## src/rtl/fifo_rd_arbiter_if.sv

```systemverilog
`default_nettype none
// ============================================================================
//  Module      : fifo_rd_arbiter_if
//  Description : Bundles the FIFO read-port signals and the per-consumer
//                request/grant/data signals of fifo_rd_arbiter.
//                modport master : the arbiter itself (drives inc/grant/data)
//                modport slave  : FIFO read logic plus the consumers
//  Signals     : i_empty  - registered FIFO empty flag
//                i_rdData - FIFO head word
//                i_req    - per-consumer request (level)
//                i_ready  - per-consumer accept
//                o_inc    - pop strobe to the FIFO read pointer
//                o_gnt    - one-hot grant (registered)
//                o_gntIdx - index of the granted consumer
//                o_valid  - o_data valid for the granted consumer
//                o_data   - pass-through of i_rdData
//                o_busy   - arbiter is serving a burst
//  Revision    : 1.0 - initial release
// ============================================================================
interface fifo_rd_arbiter_if #(
    parameter int N_REQ  = 4,
    parameter int DATA_W = 8
);
    localparam int c_IDX_W = $clog2(N_REQ);

    logic                 i_empty;
    logic [DATA_W-1:0]    i_rdData;
    logic [N_REQ-1:0]     i_req;
    logic [N_REQ-1:0]     i_ready;
    logic                 o_inc;
    logic [N_REQ-1:0]     o_gnt;
    logic [c_IDX_W-1:0]   o_gntIdx;
    logic                 o_valid;
    logic [DATA_W-1:0]    o_data;
    logic                 o_busy;

    modport master (
        input  i_empty, i_rdData, i_req, i_ready,
        output o_inc, o_gnt, o_gntIdx, o_valid, o_data, o_busy
    );

    modport slave (
        output i_empty, i_rdData, i_req, i_ready,
        input  o_inc, o_gnt, o_gntIdx, o_valid, o_data, o_busy
    );
endinterface
`default_nettype wire

```

## src/rtl/fifo_rd_arbiter.sv

```systemverilog
`default_nettype none
// ============================================================================
//  Module      : fifo_rd_arbiter
//  Description : Read-clock-domain scheduler sharing the single read port of
//                an async FIFO among N_REQ consumers. Round-robin grant, up to
//                BURST_LEN words streamed per grant. Drives the read-pointer
//                increment and consumes the registered empty flag.
//  Ports       : i_clk - read-domain clock
//                i_rst - asynchronous, active-high reset
//                bus   - fifo_rd_arbiter_if.master (FIFO read port, consumer
//                        request/ready, grant/valid/data/busy outputs)
//  Options     : FIFO_RD_ARB_TIMEOUT_EN - when defined, a stall counter
//                releases the grant after TIMEOUT consecutive beat-less
//                burst cycles; when undefined the grant is held for as long
//                as the granted consumer keeps requesting.
//  Revision    : 1.0 - initial release
// ============================================================================
module fifo_rd_arbiter #(
    parameter int N_REQ     = 4,
    parameter int DATA_W    = 8,
    parameter int BURST_LEN = 4,
    parameter int TIMEOUT   = 16
) (
    input  logic              i_clk,
    input  logic              i_rst,
    fifo_rd_arbiter_if.master bus
);

    localparam int c_IDX_W  = $clog2(N_REQ);
    localparam int c_BEAT_W = (BURST_LEN > 1) ? $clog2(BURST_LEN) : 1;

    localparam logic [c_BEAT_W-1:0] c_LAST_BEAT = c_BEAT_W'(BURST_LEN - 1);
    // Pointer starts on the last consumer so consumer 0 wins first.
    localparam logic [c_IDX_W-1:0]  c_LAST_INIT = c_IDX_W'(N_REQ - 1);

    typedef enum logic [0:0] {
        ST_IDLE  = 1'b0,
        ST_BURST = 1'b1
    } state_t;

    // Elaboration-time parameter sanity checks.
    if (N_REQ < 2) begin : g_chk_nreq
        $error("fifo_rd_arbiter: N_REQ must be >= 2");
    end
    if (BURST_LEN < 1) begin : g_chk_burst
        $error("fifo_rd_arbiter: BURST_LEN must be >= 1");
    end
    if (TIMEOUT < 1) begin : g_chk_timeout
        $error("fifo_rd_arbiter: TIMEOUT must be >= 1");
    end

    state_t               r_state;
    state_t               w_state_nxt;
    logic [N_REQ-1:0]     r_gnt;
    logic [N_REQ-1:0]     w_gnt_nxt;
    logic [c_IDX_W-1:0]   r_gnt_idx;
    logic [c_IDX_W-1:0]   w_gnt_idx_nxt;
    logic [c_IDX_W-1:0]   r_last;
    logic [c_IDX_W-1:0]   w_last_nxt;
    logic [c_BEAT_W-1:0]  r_beat;
    logic [c_BEAT_W-1:0]  w_beat_nxt;

    logic                 w_valid;
    logic                 w_inc;
    logic                 w_found;
    logic [c_IDX_W-1:0]   w_winner;

`ifdef FIFO_RD_ARB_TIMEOUT_EN
    localparam int c_STALL_W = $clog2(TIMEOUT + 1);
    // Release is scheduled on the TIMEOUT-th consecutive stall cycle.
    localparam logic [c_STALL_W-1:0] c_STALL_LAST = c_STALL_W'(TIMEOUT - 1);

    logic [c_STALL_W-1:0] r_stall;
    logic [c_STALL_W-1:0] w_stall_nxt;
`endif

    // ------------------------------------------------------------------------
    // Round-robin pick: first set request searching upward from last+1.
    // The loop walks offsets from farthest to nearest so the nearest match
    // is the one that sticks. Returns {found, index}.
    // ------------------------------------------------------------------------
    function automatic logic [c_IDX_W:0] rr_pick(
        input logic [N_REQ-1:0]   req,
        input logic [c_IDX_W-1:0] last
    );
        logic [c_IDX_W:0]   res;
        logic [c_IDX_W-1:0] cand;
        res = '0;
        for (int k = N_REQ; k >= 1; k--) begin
            cand = c_IDX_W'((int'(last) + k) % N_REQ);
            if (req[cand]) begin
                res = {1'b1, cand};
            end
        end
        return res;
    endfunction

    always_comb begin
        {w_found, w_winner} = rr_pick(bus.i_req, r_last);
    end

    // ------------------------------------------------------------------------
    // Combinational beat handshake. Gating valid with !i_empty guarantees the
    // FIFO is never popped while empty.
    // ------------------------------------------------------------------------
    assign w_valid = (r_state == ST_BURST) && !bus.i_empty;
    assign w_inc   = w_valid && bus.i_ready[r_gnt_idx];

    assign bus.o_valid  = w_valid;
    assign bus.o_inc    = w_inc;
    assign bus.o_gnt    = r_gnt;
    assign bus.o_gntIdx = r_gnt_idx;
    assign bus.o_data   = bus.i_rdData;
    assign bus.o_busy   = (r_state == ST_BURST);

    // ------------------------------------------------------------------------
    // State register
    // ------------------------------------------------------------------------
    always_ff @(posedge i_clk or posedge i_rst) begin
        if (i_rst) begin
            r_state   <= ST_IDLE;
            r_gnt     <= '0;
            r_gnt_idx <= '0;
            r_last    <= c_LAST_INIT;
            r_beat    <= '0;
`ifdef FIFO_RD_ARB_TIMEOUT_EN
            r_stall   <= '0;
`endif
        end else begin
            r_state   <= w_state_nxt;
            r_gnt     <= w_gnt_nxt;
            r_gnt_idx <= w_gnt_idx_nxt;
            r_last    <= w_last_nxt;
            r_beat    <= w_beat_nxt;
`ifdef FIFO_RD_ARB_TIMEOUT_EN
            r_stall   <= w_stall_nxt;
`endif
        end
    end

    // ------------------------------------------------------------------------
    // Next-state logic
    // ------------------------------------------------------------------------
    always_comb begin
        w_state_nxt   = r_state;
        w_gnt_nxt     = r_gnt;
        w_gnt_idx_nxt = r_gnt_idx;
        w_last_nxt    = r_last;
        w_beat_nxt    = r_beat;
`ifdef FIFO_RD_ARB_TIMEOUT_EN
        w_stall_nxt   = r_stall;
`endif

        case (r_state)
            ST_IDLE: begin
                // Grants only from IDLE, which forces at least one idle cycle
                // between bursts and a fresh arbitration every time.
                if (w_found && !bus.i_empty) begin
                    w_state_nxt   = ST_BURST;
                    w_gnt_nxt     = N_REQ'(1) << w_winner;
                    w_gnt_idx_nxt = w_winner;
                    w_last_nxt    = w_winner;
                    w_beat_nxt    = '0;
`ifdef FIFO_RD_ARB_TIMEOUT_EN
                    w_stall_nxt   = '0;
`endif
                end
            end

            ST_BURST: begin
                if (w_inc) begin
                    // A beat always counts, even if the request dropped in the
                    // same cycle; release then happens on a later beat-less cycle.
                    w_beat_nxt = r_beat + c_BEAT_W'(1);
`ifdef FIFO_RD_ARB_TIMEOUT_EN
                    w_stall_nxt = '0;
`endif
                    if (r_beat == c_LAST_BEAT) begin
                        w_state_nxt = ST_IDLE;
                        w_gnt_nxt   = '0;
                        w_beat_nxt  = '0;
                    end
                end else if (!bus.i_req[r_gnt_idx]) begin
                    w_state_nxt = ST_IDLE;
                    w_gnt_nxt   = '0;
                    w_beat_nxt  = '0;
                end else begin
`ifdef FIFO_RD_ARB_TIMEOUT_EN
                    // Stalled on empty FIFO or a non-ready consumer.
                    if (r_stall == c_STALL_LAST) begin
                        w_state_nxt = ST_IDLE;
                        w_gnt_nxt   = '0;
                        w_beat_nxt  = '0;
                        w_stall_nxt = '0;
                    end else begin
                        w_stall_nxt = r_stall + c_STALL_W'(1);
                    end
`else
                    // Grant held: counter and grant unchanged while stalled.
                    w_state_nxt = ST_BURST;
`endif
                end
            end

            default: begin
                w_state_nxt = ST_IDLE;
                w_gnt_nxt   = '0;
            end
        endcase
    end

endmodule
`default_nettype wire
```

## src/flat_wrapper.sv

```systemverilog
// flat-port wrapper written by rule: the top's interface ports become plain ports
module fifo_rd_arbiter_flat 
#(
    parameter int N_REQ     = 4,
    parameter int DATA_W    = 8,
    parameter int BURST_LEN = 4,
    parameter int TIMEOUT   = 16
)
  (i_clk, i_rst, bus_i_empty, bus_i_rdData, bus_i_req, bus_i_ready, bus_o_inc, bus_o_gnt, bus_o_gntIdx, bus_o_valid, bus_o_data, bus_o_busy);
  fifo_rd_arbiter_if #(.N_REQ(N_REQ), .DATA_W(DATA_W)) bus_i ();
  input  logic i_clk;
  input  logic i_rst;
  input wire logic [$bits(bus_i.i_empty)-1:0] bus_i_empty;
  input wire logic [$bits(bus_i.i_rdData)-1:0] bus_i_rdData;
  input wire logic [$bits(bus_i.i_req)-1:0] bus_i_req;
  input wire logic [$bits(bus_i.i_ready)-1:0] bus_i_ready;
  output wire logic [$bits(bus_i.o_inc)-1:0] bus_o_inc;
  output wire logic [$bits(bus_i.o_gnt)-1:0] bus_o_gnt;
  output wire logic [$bits(bus_i.o_gntIdx)-1:0] bus_o_gntIdx;
  output wire logic [$bits(bus_i.o_valid)-1:0] bus_o_valid;
  output wire logic [$bits(bus_i.o_data)-1:0] bus_o_data;
  output wire logic [$bits(bus_i.o_busy)-1:0] bus_o_busy;
  assign bus_i.i_empty = bus_i_empty;
  assign bus_i.i_rdData = bus_i_rdData;
  assign bus_i.i_req = bus_i_req;
  assign bus_i.i_ready = bus_i_ready;
  assign bus_o_inc = bus_i.o_inc;
  assign bus_o_gnt = bus_i.o_gnt;
  assign bus_o_gntIdx = bus_i.o_gntIdx;
  assign bus_o_valid = bus_i.o_valid;
  assign bus_o_data = bus_i.o_data;
  assign bus_o_busy = bus_i.o_busy;
  fifo_rd_arbiter #(.N_REQ(N_REQ), .DATA_W(DATA_W), .BURST_LEN(BURST_LEN), .TIMEOUT(TIMEOUT)) u_core (.i_clk(i_clk), .i_rst(i_rst), .bus(bus_i));
endmodule
```

## config.mk

```make
export PLATFORM = sky130hd
export DESIGN_NAME = fifo_rd_arbiter_flat
export DESIGN_NICKNAME = d
export VERILOG_FILES = /design/src/rtl/fifo_rd_arbiter_if.sv /design/src/rtl/fifo_rd_arbiter.sv /design/src/flat_wrapper.sv
export SDC_FILE = /design/constraint.sdc
export NUM_CORES = 1
export LEC_CHECK = 0
export CORE_UTILIZATION = 38
export CTS_CLUSTER_DIAMETER = 80
export DETAILED_ROUTE_END_ITERATION = 12
export GPL_TIMING_DRIVEN = 1
export HOLD_SLACK_MARGIN = 0.1
export MAX_ROUTING_LAYER = met4
export PLACE_DENSITY = 0.78
export SETUP_SLACK_MARGIN = 0.02
export SKIP_LAST_GASP = 1
export SLEW_MARGIN = 10
export SYNTH_ARGS = -nofsm -noshare
export SYNTH_HDL_FRONTEND = slang
export SYNTH_SLANG_ARGS = --single-unit
```

## constraint.sdc

```tcl
create_clock -name i_clk -period 1.68 [get_ports i_clk]
set_input_delay 0.42 -clock i_clk [delete_from_list [all_inputs] [get_ports i_clk]]
set_output_delay 0.42 -clock i_clk [all_outputs]
set_load 0.005 [all_outputs]
```

==> results.yml <==
status:
  status: "finished, violations left"
  violations: "negative setup slack"
sta:
  worst_pin_slew_ns: 0.5370
  rsz0062_at_grt: "true"
  drv_slew: 0
  skew_ns: 0.003735
  fin_crit_ns: 1.877
  slew_headroom_pct: 63.93
  post-route-period-util_pct: 111.7
  finalHoldViolCount: 0
  setup_viol: 8
  layout_setup_ws_ns: -0.1967
  max_freq_mhz: 532.8
  tns_ns: -0.9555
synthesis:
  synth_common_cells: "dfrtp_1 (9), buf_4 (8), inv_1 (6)"
  ys_ff_latch: 11
  synth-compound-area-share_pct: 24.14
  synth_nets: 84
  synthSimpleGateAreaFrac_pct: 12.34
  synth_cells: 64
  synth_xor_area_share_pct: 0
  avgSynthCellArea_sq_um: 10.77
  ys_async_sr_fraction_pct: 100.0
  synth-edff-count: 0
  synth.top_cell.area_share_pct: 32.67
  synthesis.area_sq_um: 689.4
  synth_area_leaders: "dfrtp_1 (33%), buf_4 (8.7%), dfstp_2 (7.6%), mux4_2 (6.5%), a22o_1 (3.8%)"
  synth_cell_types: 30
  yosysWarnings: 0
  synth_fa_ha_area_share_pct: 1.815
  yosysSeqAreaShare_pct: 40.29
  yosys.area.top_type: "dfrtp_1"
  synthFlopType: "dfrtp_1"
  synthMuxAreaShare_pct: 9.437
  synth_top_family_by_area: "compound AO/OA/AOI/OAI gates"
  yosysMostFrequentCell: "dfrtp_1"
job:
  cap_violations: 0
setup_path:
  r2r-start: "u_core.bus.o_gntIdx[0]"
  cp_slowest_cell: "mux4_2"
  critPathMaxStageDelay_ns: 0.54
  crit_path_cell_trace: "mux4_2 > and2_4 > buf_6"
  critPathLaunchType: "register"
  crit_start: "u_core.bus.o_gntIdx[0]"
  critical_path_class: "reg -> out"
  path_max_fanout: 2
  cp-end-kind: "primary output"
  arrival_ns: 1.46
  worstPathRequired_ns: 1.26
route:
  dr.pass1.iters: 4
  ant_nets: 0
  vias: 626
  wire_per_inst_microns: 15.10
  drt-initial-drc-count: 13
  via_per_inst: 4.968
  drc: 0
  wl_mm: 1.902
global_routing:
  grt_busiest_layer: "met2"
  use_met1_pct: 25.84
  grt_util_all_layers_pct: 20.93
  overflow: 0
  globalRouteMet3Util_pct: 4.082
  grt_use_met2_pct: 33.82
  antenna_found_initial: 0
  grt_first_pass_wirelength_mm: 2.787
  grt_pass1_vias: 614
  grt_start_max_net_pins: 12
clock_network:
  cts_tree: "yes"
  cts_sinks: 11
  cts_root_buffer: "clkbuf_4"
  clk_latency_ns: 0.27
  cts_hold_buf: 0
  ctsLongestPathBuffers: 2
  cts_buffers: 3
  clkTransAtPathRegs_ns: 0.07
  htree_num_levels: 1
layout:
  final_nets: 122
  multi_input_area_sq_um: 425.4
  fill_cells: 134
  drive_gt1_share_pct: 43.56
  antenna_cells: 0
  final_cell_area_sq_mm: 0.001146
  area_growth_pct: 66.24
  fin_util_pct: 67.11
  regArea_sq_um: 277.8
pwr:
  max-vdd-ir-drop_mv: 1.027
  leakage_nw: 0.5347
  power.density_mw_per_mm2: 1655
die:
  core_sq_mm: 0.001708
  ios: 36
  die-width_microns: 44.60
  rows: 15
  initial_core_util_pct: 40.37
  dieArea_sq_mm: 0.001989
  die-height_microns: 44.60
place:
  hpwl_mm: 1.309
  port-buffer-count: 19
  routabilityCongestion: 0.7384
  placed_area_sq_um: 963.4
min_path:
  hold_class: "in -> async"
-- worst paths after layout --
check	endpoint	slack [ns]	depth (start not counted)
max	bus_o_inc	-0.20	3
min	u_core.bus.o_gntIdx[1]	0.44	2
max reg2reg	u_core.bus.o_gnt[3]	-0.17	6
min reg2reg	u_core.bus.o_gnt[0]	0.51	1
max in group asynchronous	u_core.r_last[0]	0.91	2
min in group i_clk	u_core.bus.o_gnt[0]	0.51	1
-- flip-flops by register name (all words and copies together), names as in the netlist --
name / cells
u_core.bus.o_gntIdx: 2
u_core.r_beat: 2
u_core.bus.o_gnt: 4
u_core.r_last: 2
u_core.bus.o_busy: 1
-- metrics by stage --
stage / std cells / hold WS [ns] / setup WS [ns] / power (mW)
floorplan: 64 / 0.2710 / 0.1053 / 0.9347
global placement: 115 / 0.4801 / -0.6484 / 1.351
detailed placement: 115 / 0.4730 / -0.6662 / 1.385
CTS: 125 / 0.4524 / -0.1998 / 1.800
global route: 126 / 0.4718 / -0.2454 / 2.010
finish: 126 / 0.4368 / -0.1967 / 1.897
-- power by group --
part	leakage (nW)	total [mW]	switching [mW]	internal [mW]
clock network	0.0150	0.180	0.0879	0.0919
registers	0.136	0.512	0.104	0.408
logic	0.383	1.20	0.480	0.724
total	0.535	1.90	0.672	1.22
-- final cells by class --
| cell class | count | area share, % |
|---|---|---|
| sequential | 11 | 24.24 |
| inverter | 6 | 1.965 |
| tap | 25 | 2.729 |
| multi-input combinational | 39 | 37.12 |
| timing repair buffer | 41 | 31.66 |
| clock buffer | 4 | 2.293 |
-- repair_timing --
action                                  in CTS  in global routing
buffers inserted                             6                  3
pin swaps                                    7                  6
gates resized for setup                     31                  9
endpoints found under the setup margin      16                 11
-- layer usage --
metal / vias to the layer above / share of wire, %
met4: 0 / 0.79
met3: 2 / 5.7
met5: - / 0
li1: 308 / -
met2: 22 / 51
met1: 294 / 43
-- worst max-delay path: cells and delay by family, from the launching register on --
kind | cells | cell delay, ns
buffers and inverters | 1 | 0.10
DFF | 1 | 0.38
muxes | 1 | 0.54
and+or+nand+nor | 1 | 0.16
-- layout by cell type, fill, tap and decap left out, types with 2 or more instances in the layout --
cell type / count
o2bb2ai_2: 2
a21o_1: 2
dlygate4sd2_1: 12
o21a_1: 2
dfrtp_1: 9
nor2_1: 2
dfstp_2: 2
and2_4: 2
a22o_1: 3
nor2b_1: 2
buf_6: 6
clkbuf_4: 3
mux4_2: 2
a21oi_1: 2
inv_1: 6
clkdlybuf4s50_1: 5
buf_4: 17
-- logic make-up (layout without fill, tap and decap cells) --
family,Yosys count,after routing
flip-flops,11,11
AO/OA/AOI/OAI,21,21
adder cells (fa/ha/maj),1,1
multiplexers,4,4
AND/OR/NAND/NOR,13,13
buffers and inverters,14,51
(Power assumes the default switching activity.)
